==> src/rtl/nysa_sdio_cmd_deframer.sv <==
// nysa_sdio_cmd_deframer
// Turns the SDIO function's ingress byte stream into command headers
// (cmd, count, addr) and, for writes, a sequence of assembled data words.
// Packet layout: 0xCD, CMD, COUNT (MSB first), ADDR (MSB first), then COUNT
// words of DATA_WIDTH/8 bytes (MSB first) for writes only.
// Optional feature: define NYSA_SDIO_DEFRAMER_TIMEOUT_EN to abort a packet that
// stalls mid-stream for TIMEOUT_CYCLES cycles; without it o_timeout is tied low.

module nysa_sdio_cmd_deframer #(
    parameter int DATA_WIDTH     = 32,
    parameter int ADDR_WIDTH     = 32,
    parameter int COUNT_WIDTH    = 16,
    parameter int TIMEOUT_CYCLES = 1024
) (
    input  logic                   clk,
    input  logic                   rst,
    input  logic                   i_in_valid,
    input  logic [7:0]             i_in_data,
    output logic                   o_in_ready,
    output logic                   o_cmd_valid,
    input  logic                   i_cmd_ready,
    output logic [7:0]             o_cmd,
    output logic [COUNT_WIDTH-1:0] o_cmd_count,
    output logic [ADDR_WIDTH-1:0]  o_cmd_addr,
    output logic                   o_wr_valid,
    input  logic                   i_wr_ready,
    output logic [DATA_WIDTH-1:0]  o_wr_data,
    output logic                   o_sync_err,
    output logic                   o_timeout
);

    localparam logic [2:0] ST_IDLE  = 3'd0;
    localparam logic [2:0] ST_CMD   = 3'd1;
    localparam logic [2:0] ST_COUNT = 3'd2;
    localparam logic [2:0] ST_ADDR  = 3'd3;
    localparam logic [2:0] ST_ISSUE = 3'd4;
    localparam logic [2:0] ST_DATA  = 3'd5;

    localparam logic [7:0] SYNC_BYTE = 8'hCD;

    // Index of the last byte of each multi-byte field (fields are at most 8 bytes).
    localparam logic [2:0] COUNT_LAST = 3'(COUNT_WIDTH / 8 - 1);
    localparam logic [2:0] ADDR_LAST  = 3'(ADDR_WIDTH / 8 - 1);
    localparam logic [2:0] DATA_LAST  = 3'(DATA_WIDTH / 8 - 1);

    logic [2:0]             r_state;
    logic [2:0]             r_byte_idx;
    logic [7:0]             r_cmd;
    logic [COUNT_WIDTH-1:0] r_cmd_count;
    logic [ADDR_WIDTH-1:0]  r_cmd_addr;
    logic                   r_cmd_valid;
    logic [COUNT_WIDTH-1:0] r_remaining;
    logic [DATA_WIDTH-1:0]  r_wr_data;
    logic                   r_wr_valid;
    logic                   r_sync_err;

    logic w_in_ready;
    logic w_accept;
    logic w_abort;

    // Byte-ready decode from the current state; forced low while reset is held.
    always_comb begin
        // NOTE: default assignment first, so every path drives w_in_ready and no latch is inferred.
        w_in_ready = 1'b0;
        case (r_state)
            ST_IDLE, ST_CMD, ST_COUNT, ST_ADDR: w_in_ready = 1'b1;
            ST_DATA:                            w_in_ready = ~r_wr_valid;
            default:                            w_in_ready = 1'b0;
        endcase
        if (!rst) begin
            w_in_ready = 1'b0;
        end
    end

    assign w_accept = i_in_valid && w_in_ready;

`ifdef NYSA_SDIO_DEFRAMER_TIMEOUT_EN
    localparam int IDLE_W = $clog2(TIMEOUT_CYCLES + 1);

    logic [IDLE_W-1:0] r_idle_cnt;
    logic              r_timeout;
    logic              w_idle_tick;

    // A stalled cycle is one inside a packet where we could take a byte but none arrives.
    always_comb begin
        w_idle_tick = 1'b0;
        case (r_state)
            ST_CMD, ST_COUNT, ST_ADDR: w_idle_tick = ~w_accept;
            ST_DATA:                   w_idle_tick = ~r_wr_valid & ~w_accept;
            default:                   w_idle_tick = 1'b0;
        endcase
    end

    // The stall that would make the count reach TIMEOUT_CYCLES aborts the packet.
    assign w_abort = w_idle_tick && (r_idle_cnt == IDLE_W'(TIMEOUT_CYCLES - 1));

    // Stall counter plus the single-cycle abort pulse.
    always_ff @(posedge clk) begin
        if (!rst) begin
            r_idle_cnt <= '0;
            r_timeout  <= 1'b0;
        end else begin
            r_timeout <= w_abort;
            if (w_idle_tick && !w_abort) begin
                r_idle_cnt <= r_idle_cnt + IDLE_W'(1);
            end else begin
                r_idle_cnt <= '0;
            end
        end
    end

    assign o_timeout = r_timeout;
`else
    assign w_abort   = 1'b0;
    assign o_timeout = 1'b0;
`endif

    // Packet FSM: header parsing, command issue and write-word assembly.
    always_ff @(posedge clk) begin
        if (!rst) begin
            r_state     <= ST_IDLE;
            r_byte_idx  <= '0;
            r_cmd       <= '0;
            r_cmd_count <= '0;
            r_cmd_addr  <= '0;
            r_cmd_valid <= 1'b0;
            r_remaining <= '0;
            r_wr_data   <= '0;
            r_wr_valid  <= 1'b0;
            r_sync_err  <= 1'b0;
        end else begin
            // NOTE: non-blocking assignments throughout, so every branch sees the pre-edge register values.
            r_sync_err <= 1'b0;
            if (w_abort) begin
                r_state     <= ST_IDLE;
                r_byte_idx  <= '0;
                r_remaining <= '0;
                r_wr_data   <= '0;
                r_wr_valid  <= 1'b0;
            end else begin
                case (r_state)
                    ST_IDLE: begin
                        if (w_accept) begin
                            if (i_in_data == SYNC_BYTE) begin
                                r_state <= ST_CMD;
                            end else begin
                                r_sync_err <= 1'b1;
                            end
                        end
                    end

                    ST_CMD: begin
                        if (w_accept) begin
                            r_cmd      <= i_in_data;
                            r_byte_idx <= '0;
                            r_state    <= ST_COUNT;
                        end
                    end

                    ST_COUNT: begin
                        if (w_accept) begin
                            r_cmd_count <= (r_cmd_count << 8) | COUNT_WIDTH'(i_in_data);
                            if (r_byte_idx == COUNT_LAST) begin
                                r_byte_idx <= '0;
                                r_state    <= ST_ADDR;
                            end else begin
                                r_byte_idx <= r_byte_idx + 3'd1;
                            end
                        end
                    end

                    ST_ADDR: begin
                        if (w_accept) begin
                            r_cmd_addr <= (r_cmd_addr << 8) | ADDR_WIDTH'(i_in_data);
                            if (r_byte_idx == ADDR_LAST) begin
                                r_byte_idx  <= '0;
                                r_cmd_valid <= 1'b1;
                                r_state     <= ST_ISSUE;
                            end else begin
                                r_byte_idx <= r_byte_idx + 3'd1;
                            end
                        end
                    end

                    ST_ISSUE: begin
                        if (i_cmd_ready) begin
                            r_cmd_valid <= 1'b0;
                            if (r_cmd[0] && (r_cmd_count != '0)) begin
                                r_remaining <= r_cmd_count;
                                r_byte_idx  <= '0;
                                r_state     <= ST_DATA;
                            end else begin
                                r_state <= ST_IDLE;
                            end
                        end
                    end

                    ST_DATA: begin
                        if (r_wr_valid) begin
                            // Bytes are refused while a word waits, so the word stays stable.
                            if (i_wr_ready) begin
                                r_wr_valid  <= 1'b0;
                                r_remaining <= r_remaining - COUNT_WIDTH'(1);
                                if (r_remaining == COUNT_WIDTH'(1)) begin
                                    r_state <= ST_IDLE;
                                end
                            end
                        end else if (w_accept) begin
                            r_wr_data <= (r_wr_data << 8) | DATA_WIDTH'(i_in_data);
                            if (r_byte_idx == DATA_LAST) begin
                                r_byte_idx <= '0;
                                r_wr_valid <= 1'b1;
                            end else begin
                                r_byte_idx <= r_byte_idx + 3'd1;
                            end
                        end
                    end

                    default: r_state <= ST_IDLE;
                endcase
            end
        end
    end

    assign o_in_ready  = w_in_ready;
    assign o_cmd_valid = r_cmd_valid;
    assign o_cmd       = r_cmd;
    assign o_cmd_count = r_cmd_count;
    assign o_cmd_addr  = r_cmd_addr;
    assign o_wr_valid  = r_wr_valid;
    assign o_wr_data   = r_wr_data;
    assign o_sync_err  = r_sync_err;

endmodule

==> config.mk <==
export PLATFORM = sky130hd
export DESIGN_NAME = nysa_sdio_cmd_deframer
export DESIGN_NICKNAME = d
export VERILOG_FILES = /design/src/rtl/nysa_sdio_cmd_deframer.sv
export SDC_FILE = /design/constraint.sdc
export NUM_CORES = 1
export LEC_CHECK = 0
export ABC_CLOCK_PERIOD_IN_PS = 2300
export CORE_MARGIN = 4
export CORE_UTILIZATION = 40
export CTS_CLUSTER_DIAMETER = 30
export DETAILED_ROUTE_END_ITERATION = 6
export GPL_TIMING_DRIVEN = 0
export HOLD_SLACK_MARGIN = 0.12
export PLACE_DENSITY = 0.65
export SETUP_SLACK_MARGIN = 0.15
export SLEW_MARGIN = 10
export SYNTH_ARGS = -nofsm -noshare
export SYNTH_HDL_FRONTEND = slang
export SYNTH_SLANG_ARGS = --single-unit
==> constraint.sdc <==
create_clock -name clk -period 2.3 [get_ports clk]
set_clock_uncertainty 0.1 [all_clocks]
set_input_delay 0.575 -clock clk [delete_from_list [all_inputs] [get_ports clk]]
set_output_delay 0.575 -clock clk [all_outputs]
set_load 0.01 [all_outputs]
Word level (Yosys, flattened, before mapping):

Index checks and enable logic that the tools add are counted.

* $add $sub $neg: 2
* multiply operators: 0
* div/mod/pow operators: 0
* $lt $le $gt $ge: 0
* equal/unequal tests: 22
* shifts and indexed selects: 0
* muxes and demuxes: 38
* bitwise logic cells: 4
* reductions and logical operators: 17

Operators by type and width (number)
* $mux 16: 4
* $or 32x8->32: 2
* $mux 3: 20
* $pmux 16 s2: 1
* $ne 2x2->1 const B: 13
* $pmux 3 s6: 1
* $eq 16x1->1 const B: 1
* $or 16x8->16: 1
* $reduce_bool 16->1: 1
* $sub 16x1->16 const B: 1
* $pmux 3 s5: 1
* $reduce_and 11->1: 1
* $eq 3x2->1 const B: 3
* $mux 1: 9
* $eq 8x8->1 const B: 1
* $eq 3x1->1 const B: 2
* $eq 3x3->1 const B: 2
* $reduce_and 2->1: 3
* $reduce_and 3->1: 2
* $reduce_and 6->1: 1
* $reduce_and 5->1: 1
* $reduce_bool 5->1: 1
* $pmux 1 s2: 2
* $reduce_and 4->1: 1
* other kinds (6): 8

* register bits: 113
* latch bits: 0
* memory bits (writable): 0
* ROM bits: 0
* input bits: 13
* logic and storage cells: 93
* memories: 0

Longest topological paths before layout:

* depth in word-level cells: 8
* mapped depth: 8
* depth with buffers taken out: 7

Least setup slack after synthesis:

Ideal clock, no wire load.

* path type: register -> register
* start: register r_byte_idx[0]
* end: register r_state[0]
* arrival: 1.763 ns
* required time: 2.059 ns
* setup slack: 0.295 ns
* stages on the path, launching flop included: 8
* path buffers: 0
* period minus slack after synthesis: 2.005 ns
* cell sequence: dfxtp_1 ha_1 ha_1 and2_1 a2111oi_0 a2111oi_2 o21ai_0 a31oi_1

* longest elaborated chain between the ends: 3
* elaborated cells on any way between the ends: 5
* those cells by class: eq/ne (4); reduce/logical (1)

RTL lines
* start, declared: RTL line 47 `logic [2:0] r_byte_idx;`
* start signal, assigned: RTL line 167 `r_byte_idx <= r_byte_idx + 3'd1;`
* start signal, assigned: RTL line 180 `r_byte_idx <= r_byte_idx + 3'd1;`
* start signal, assigned: RTL line 214 `r_byte_idx <= r_byte_idx + 3'd1;`
* $eq 3x2->1 or $eq 3x1->1 (tied branches): RTL line 175, 163
* $ne 2x2->1 (no line)
* $reduce_and 11->1 (no line) (*)
* end signal, assigned: RTL line 178 `r_state <= ST_ISSUE;`
* end signal, assigned: RTL line 191 `r_state <= ST_DATA;`
* end signal, assigned: RTL line 193 `r_state <= ST_IDLE;`
* end, declared: RTL line 46 `logic [2:0] r_state;`

Mark *: on every way between the ends. The rest lies on a longest branch, timed or not.
A chain may end at the register's enable or synchronous reset.

Worst setup path after layout:

* start: register r_wr_valid, in the netlist o_wr_valid
* end: output o_in_ready

* longest elaborated chain between the ends: 3

RTL lines
* start, declared: RTL line 54 `logic r_wr_valid;`
* start signal, assigned: RTL line 129 `r_wr_valid <= 1'b0;`
* start signal, assigned: RTL line 139 `r_wr_valid <= 1'b0;`
* start signal, assigned: RTL line 202 `r_wr_valid <= 1'b0;`
* $not 1->1 (no line)
* $pmux 1 s2: RTL line 65 `case (r_state)`
* $mux 1: RTL line 70 `if (!rst) begin`
* end, declared: RTL line 19 `output logic o_in_ready,`

Every way passes these cells.

==> qor.txt <==
status = complete, no violations
final wirelength = 14240 um
mapped cell area = 4760 um^2
Leakage Power = 0.002510 uW
Post-synth EDFFs = 0
DRT iter0 DRCs = 305
nets = 732
Ys Warns = 0
vias in the first global route = 4476
synth top area cells = dfxtp_1, nand2_1, a21oi_1
layout cells sized above 1 = 0.1281
vias = 4669
CP required = 1620 ps
Clock Sinks = 113
WL/cell = 16.38 um
post-route cell area = 6802 um^2
actual slew at the worst max-slew pin = 825.5 ps
maxcap violations = 0
remaining global-route overflow = 0
first-pass GRT wire length = 22600 um
crit path kind = reg2out
CTS tree = built
# setup viols final = 0
n_diodes = 0
GRT Total Usage = 0.2127
max-slew violations = 0
sequential element share of the synthesized area = 0.4753
root buf cell = clkbuf_16
Top FF cell, synth = dfxtp_1
worst hold slack = 354.7 ps
Via density = 5.373
DIE AREA = 13710 um^2
RSZ-0062 raised after global routing = true
Num CTS Buffers = 17
# port buffers = 104
Final min period = 2129 ps
achievable frequency = 469.7 MHz
PwrDens = 800.2 nW/um^2
critical path endpoint category = output pin
I/O pin cnt = 106
Post-DP Area = 5979 um^2
Initial Utilization = 0.4133
later-pin clock latency in the skew report = 410 ps
largest fanout on the critical path = 3
CP arrival = 1450 ps
Die Y = 117.1 um
H-tree levels = 4
post-synthesis cell type count = 55
antenna viol nets, final = 0
initial antenna violation count = 0
worst slew margin relative to its limit = 0.4455
post-synthesis register bit count = 113
Util after Layout = 0.5906
Worst Hold Class = reg2reg
crit share post-route = 0.9257
clock slew at reported path FFs = 60 ps
Die X = 117.1 um
Synth Instances = 585
post-synth top area cell = dfxtp_1
GP Congestion = 0.8322
post-DP HPWL = 10360 um
Final Hold Viols = 0
Synth-to-Final Area Change = 42.90%
# DRC = 0
Pre-antenna DRT Iters = 5
Peak VDD IR = 0.0004122 V
core box area = 11520 um^2
Synth async-reset ratio = 0
Max Root-Sink Buffers = 2
Avg Synthesized Cell Area = 8.136 um^2
Core Rows = 39
largest net degree at the start of global routing = 17
CP startpoint kind = flip-flop
syn_nets = 604
Yosys top cell area share = 0.4753
## timing repair
action | CTS | global route
setup endpoints to repair | 31 | 94
hold buffers | 0 | 0
gates resized for setup | 19 | 33
setup buffers | 2 | 3
pin swaps | 2 | 6
endpoints found under the hold margin | 0 | 0
gates cloned | 0 | 0
## metal layers
| metal | part of all wire | GRT usage | up-vias | wire (um) |
|---|---|---|---|---|
| li1 | - | - | 2267 | - |
| met3 | 0.060 | 0.04833 | 21 | 853 |
| met4 | 0.018 | 0.08869 | 0 | 259 |
| met1 | 0.44 | 0.2733 | 2205 | 6233 |
| met5 | 0 | 0 | - | 0 |
| met2 | 0.48 | 0.3455 | 176 | 6888 |
## power breakdown
group / switching (uW) / total (uW) / internal [uW]
combinational: 337 / 580 / 243
sequential: 38.2 / 2040 / 2000
clock: 967 / 2820 / 1860
total: 1340 / 5440 / 4100
## Yosys cell counts (all sizes together), types with 3 or more instances
library cell	instances
mux2i	24
inv	12
o21ai	16
buf	21
nor4	9
nand3	8
xor2	3
a31oi	5
ha	6
nand2	158
a2111oi	3
a211o	5
nor3	5
o32ai	3
a32oi	3
nor2	44
nor2b	4
nand4	3
a21oi	86
o31ai	3
clkbuf	18
and2	4
dfxtp	113
## cell type report
| class | instances | area, um^2 |
|---|---|---|
| fillers | 1041 | 4715 |
| multi-input cells | 421 | 2359 |
| flip-flops and latches | 113 | 2276 |
| repair buffers | 109 | 1082 |
| clock buffers | 18 | 439.2 |
| plain buffers | 39 | 216.5 |
| clock inverters | 14 | 202.7 |
| well taps | 143 | 178.9 |
| inverters | 12 | 47.55 |
## stage by stage
stage	setup TNS (ps)	power, uW	instances	setup slack [ps]
5_1_grt	0	5626	869	77.43
3_3_place_gp	-15910	2531	832	-402.7
3_5_place_dp	-18710	2545	832	-452.0
6_report	0	5443	869	171.0
4_1_cts	0	5413	866	87.87
2_1_floorplan	0	2375	585	295.4
## worst max-delay path, cell delays in order, from the launching register on
cell,delay [ps]
dfxtp_4,350
or3b_4,410
a21oi_4,160
buf_6,120
## sequential cells by signal, indices dropped and copies added, names as in the netlist
signal	cells
o_sync_err	1
r_state	3
o_cmd_valid	1
o_cmd	8
o_wr_valid	1
r_byte_idx	3
r_remaining	16
o_cmd_addr	32
o_wr_data	32
o_cmd_count	16
## cells in the final DEF (no fill, tap or decap), drive strengths merged, types with 3 or more instances in the layout
cell type	synthesis	routed
a2111oi	3	3
a211o	5	5
a21oi	86	86
a31oi	5	5
a32oi	3	3
and2	4	4
buf	21	23
bufinv	0	4
clkbuf	18	40
clkdlybuf4s50	0	99
clkinv	0	5
dfxtp	113	113
ha	6	6
inv	12	16
mux2i	24	24
nand2	158	158
nand3	8	8
nand4	3	3
nor2	44	44
nor2b	4	4
nor3	5	5
nor4	9	9
o21ai	16	16
o31ai	3	3
o32ai	3	3
xor2	3	3
## kinds of logic after synthesis
| group | Yosys count | share of synthesized area |
|---|---|---|
| simple gates | 248 | 0.2292 |
| compound gates | 138 | 0.1701 |
| flops | 113 | 0.4753 |
| buf+inv | 51 | 0.05100 |
| mux | 24 | 0.05047 |
| fa+ha+maj | 6 | 0.01577 |
| xor+xnor | 4 | 0.007362 |
| other cells | 1 | 0.0007879 |
## worst paths after layout
check	slack (ps)	cells past startpoint	endpoint	startpoint
max reg2reg	220	6	r_remaining[3]	o_cmd_count[11]
max	170	3	o_in_ready	o_wr_valid
min reg2reg	350	2	o_cmd_addr[30]	o_cmd_addr[30]
min	350	2	o_cmd_addr[30]	o_cmd_addr[30]
(Power assumes the default switching activity.)
==> patch 1, RTL diff (same flow settings) <==
Register the output `o_cmd_count` once more, cleared by the reset; this adds one clock of latency there. The other outputs are not delayed to match.
--- a/src/rtl/nysa_sdio_cmd_deframer.sv
+++ b/src/rtl/nysa_sdio_cmd_deframer.sv
@@ -225,7 +225,13 @@
     assign o_in_ready  = w_in_ready;
     assign o_cmd_valid = r_cmd_valid;
     assign o_cmd       = r_cmd;
-    assign o_cmd_count = r_cmd_count;
+    always_ff @(posedge clk) begin
+        if (!rst) begin
+            o_cmd_count <= '0;
+        end else begin
+            o_cmd_count <= r_cmd_count;
+        end
+    end
     assign o_cmd_addr  = r_cmd_addr;
     assign o_wr_valid  = r_wr_valid;
     assign o_wr_data   = r_wr_data;
Check against the original RTL: not equivalent (Yosys sat finds a counterexample within 4 cycles, from zero or initial values and one cycle with rst low).
==> patch 1 against the unedited design <==
- design area grew 10%
- area after synthesis grew 9.0%
- worst hold slack lost 3.7 ps
- setup slack lost 130 ps
- first-iteration DRC count grew 30%
- combinational power shrank 39%
- register-to-register slack lost 180 ps
- routed wire length grew 10%
- critical path depth grew 3
- sequential cell count grew 16
- sequential power grew 12%
- total power shrank 0.99%
- largest power group unchanged
- highest routed layer unchanged
==> patch 1: results <==
export IMPL_grt_first_pass_wirelength_um=24600
export IMPL_dp_hpwl_um=11000
export IMPL_grt_util_met1_pct=27.3
export IMPL_status="completed"
export IMPL_tightestPinTransition_ps=682
export IMPL_vias=4906
export IMPL_crit_family="compound AO/OA/AOI/OAI gates"
export IMPL_placed_cell_area_sq_um=6470
export IMPL_r2r_cells=6
export IMPL_synth_commonest_cells="nand2_1, dfxtp_1, a21oi_1"
export IMPL_synth_nets=621
export IMPL_numCtsBuffers=17
export IMPL_synthTopCellsByArea="dfxtp_1, nand2_1, a21oi_1"
export IMPL_hold_ws_ps=351
export IMPL_hold_end="o_wr_data[24]"
export IMPL_r2r_setup_slack_ps=40
export IMPL_ys_types=59
export IMPL_grt_use_total_pct=21.4
export IMPL_fin_nets=763
export IMPL_drt_first_iter_violations=395
export IMPL_crit_fanout=5
export IMPL_arrival_ps=2480
export IMPL_wl_per_cell_um=16.9
export IMPL_r2r_end="r_remaining[6]"
export IMPL_clk_latency_ps=430
export IMPL_ir_drop_mv=0.521
export IMPL_gp_congestion=0.849
export IMPL_reg2reg_from="r_cmd_count[15]"
export IMPL_seq_area_frac_synth_pct=49.8
export IMPL_met3_usage_pct=6.50
export IMPL_hp_start="o_wr_data[24]"
export IMPL_cp_slowest_cell="or4_4"
export IMPL_use_met2_pct=32.8
export IMPL_drive_gt1_share_pct=20.7
export IMPL_p_leak_nw=2.62
export IMPL_cpPeakStageDelay_ps=570
[patch 1: worst register-to-register path: stages, from the launching register on]
cell and delay, ps:
dfxtp_1 350, or4_4 570, o41a_1 460, a21oi_4 290, buf_6 180, o22ai_2 60
and2_1 140
[patch 1: cell families (layout without fill, tap and decap cells)]
group | after synthesis | after routing | share of synthesized area (%)
adders and majority gates | 6 | 6 | 1.45
buffers and inverters | 51 | 206 | 4.58
other | 1 | 1 | 0.0723
muxes | 29 | 29 | 6.00
and+or+nand+nor | 248 | 248 | 21.7
DFF | 129 | 129 | 49.8
AOI/OAI and AO/OA | 138 | 138 | 16.4
[patch 1: metal layers]
metal / part of all wire [%] / up-vias
met4: 3.5 / 0
li1: - / 2350
met1: 43 / 2316
met3: 7.1 / 44
met5: 0 / -
met2: 47 / 196
[patch 1: area by class of cell]
cell class / instances / area, sq um
multi-input combinational: 422 / 2590
clock buffer: 24 / 512
inverter: 10 / 37.5
sequential: 129 / 2600
clock inverter: 8 / 98.8
tap: 172 / 215
buffer: 41 / 263
timing repair buffer: 123 / 1190
fill: 1102 / 5170
[patch 1: what timing repair did]
action / 4_1_cts / 5_1_grt
pin swaps: 21 / 12
endpoints found under the hold margin: 0 / 0
setup buffers: 10 / 7
gates cloned: 2 / 0
setup endpoints to repair: 110 / 93
gates resized for setup: 52 / 50
[patch 1: how the worst max path moves through the flow]
stage               startpoint  slack, ps        endpoint
2_1_floorplan   r_cmd_count[6]        160  r_remaining[6]
3_3_place_gp               rst      -1380      o_in_ready
3_5_place_dp               rst      -1410      o_in_ready
4_1_cts         r_cmd_count[2]         60  r_remaining[6]
5_1_grt        r_cmd_count[13]         -6  r_remaining[6]
6_report       r_cmd_count[15]         40  r_remaining[6]
[patch 1: report_power, final]
| group | internal, mW | total, mW | leakage, nW | switching (mW) |
|---|---|---|---|---|
| registers | 2.27 | 2.29 | 1.04 | 0.0277 |
| logic | 0.152 | 0.352 | 1.28 | 0.200 |
| clock network | 1.76 | 2.74 | 0.299 | 0.979 |
[patch 1: through the flow]
stage	worst slack (ps)	utilization, %	cells
6_report	42.4	59.2	929
5_1_grt	-5.57	59.2	929
4_1_cts	57.8	57.7	922
3_5_place_dp	-1410	51.0	878
3_3_place_gp	-1380	51.0	878
2_1_floorplan	157	-	602
==> patch 2, RTL diff (config.mk and constraints unchanged) <==
Made on the original files. `DATA_WIDTH`: 32 -> 48.
--- a/src/rtl/nysa_sdio_cmd_deframer.sv
+++ b/src/rtl/nysa_sdio_cmd_deframer.sv
@@ -7,7 +7,7 @@
 // stalls mid-stream for TIMEOUT_CYCLES cycles; without it o_timeout is tied low.
 
 module nysa_sdio_cmd_deframer #(
-    parameter int DATA_WIDTH     = 32,
+    parameter int DATA_WIDTH     = 48,
     parameter int ADDR_WIDTH     = 32,
     parameter int COUNT_WIDTH    = 16,
     parameter int TIMEOUT_CYCLES = 1024
Interface: changed (resized o_wr_data); port bits go from 106 to 122. No check against the original RTL was run, so the function may have changed too.
==> patch 2 against the unedited design <==
- design area up 13%
- largest cell class unchanged
- setup slack worse by 210 ps
- worst hold slack barely moved
- area after synthesis up 12%
- via count up 18%
- the run now ends with setup timing left
- sequential cell count up 16
- routed wire length grew 23%
Power is not compared: it rests on default switching activity, and its combinational part moved more than twofold at a synthesized area within 25%.
==> patch 2: results <==
export IMPL_status="complete, but fails checks"
export IMPL_violations="setup timing"
export IMPL_gp_congestion=0.897
export IMPL_post_cts_repair_setup_buffers=7
export IMPL_clk_latency_ps=420
export IMPL_crit_path_end="r_remaining[12]"
export IMPL_ys_dominant_reg_cell="dfxtp_1"
export IMPL_place_ws_ps=-668
export IMPL_port_buffers=119
export IMPL_ys_warn_count=0
export IMPL_vias=5529
export IMPL_grt_first_pass_wirelength_um=27200
export IMPL_crit_start="r_remaining[0]"
export IMPL_drt_first_iter_violations=499
export IMPL_clk_pin_slew_ps=60
export IMPL_cts_root_buf="clkbuf_16"
export IMPL_synthTopCellsByArea="dfxtp_1, nand2_1, a21oi_1"
export IMPL_antenna_found_initial=0
export IMPL_r2r_cells=8
export IMPL_setup_tns_final_ps=-85.0
export IMPL_arrival_ps=2590
export IMPL_placed_cell_area_sq_um=6770
export IMPL_cts_buffer_depth=2
export IMPL_grt_use_total_pct=23.2
export IMPL_seq_area_frac_synth_pct=48.4
export IMPL_grt_max_degree=17
export IMPL_numCtsBuffers=17
export IMPL_wl_per_cell_um=17.3
export IMPL_fin_nets=849
export IMPL_cpPeakStageDelay_ps=460
export IMPL_synth_nets=698
export IMPL_grt_pass1_vias=5277
export IMPL_ir_drop_mv=0.564
export IMPL_hp_start="o_wr_data[47]"
export IMPL_finalWorstSetupSlack_ps=-44.0
export IMPL_layout_cells_non_filler=1015
export IMPL_cts_max_level=4
export IMPL_fillers=1162
export IMPL_largest_register_ffs=48
export IMPL_hold_class="reg2reg"
export IMPL_cts_resized=61
export IMPL_crit_fanout=3
export IMPL_tightestPinTransition_ps=746
export IMPL_setup_violations_final=3
export IMPL_r2r_end="r_remaining[12]"
export IMPL_cp_slowest_cell="or4b_4"
export IMPL_dp_hpwl_um=12500
export IMPL_avgSynthCellArea_sq_um=7.86
export IMPL_ys_types=58
export IMPL_p_leak_nw=2.60
export IMPL_synth_commonest_cells="nand2_1, dfxtp_1, a21oi_1"
export IMPL_crit_family="simple AND/OR/NAND/NOR gates"
export IMPL_drive_gt1_share_pct=15.3
export IMPL_place_inst=970
-- patch 2: cell types whose count changed after synthesis, sizes merged, moves of 16 or more --
cell,before,now
buf,21,2
nand2,158,210
a21oi,86,113
clkbuf,18,48
nor2,44,25
dfxtp,113,129
-- patch 2: logic make-up (layout without fill, tap and decap cells) --
| family | Yosys count | in the layout | synth area share (%) |
|---|---|---|---|
| and+or+nand+nor | 297 | 297 | 24.4 |
| AOI/OAI and AO/OA | 174 | 174 | 19.3 |
| DFF | 129 | 129 | 48.4 |
| buffers and inverters | 61 | 225 | 4.38 |
| muxes | 11 | 11 | 2.06 |
| adders and majority gates | 6 | 6 | 1.41 |
| other | 1 | 1 | 0.0703 |
-- patch 2: report_power, final --
| part | switching, mW | total, mW | leakage [nW] | internal, mW |
|---|---|---|---|---|
| Combinational | 0.165 | 0.267 | 1.27 | 0.102 |
| Clock | 1.01 | 2.52 | 0.277 | 1.51 |
| Sequential | 0.0162 | 2.26 | 1.05 | 2.25 |
-- patch 2: layer usage --
layer  vias up  part of all wire [%]  GRT usage [%]
met2       237                    48           36.3
li1       2654                     -              -
met3        35                   7.8           6.82
met4         0                   2.1           9.27
met1      2603                    42           29.9
met5         -                     0              0
-- patch 2: layout make-up --
cell class              instances  area [sq um]  area share [%]
inverters                      11          46.3           0.602
flip-flops and latches        129          2600            33.8
repair buffers                132          1290            16.8
clock buffers                  19           443            5.76
well taps                     172           215            2.80
multi-input cells             489          2710            35.3
clock inverters                13           111            1.45
plain buffers                  50           268            3.48
-- patch 2: how the worst min path moves through the flow --
stage                            to  slack (ps)  depth (start not counted)
finish                o_wr_data[47]         350                          2
global route          o_wr_data[47]         380                          2
CTS                   o_wr_data[40]         360                          2
detailed placement    o_wr_data[42]         350                          2
global placement     o_cmd_addr[29]         340                          2
floorplan           r_remaining[12]         340                          2
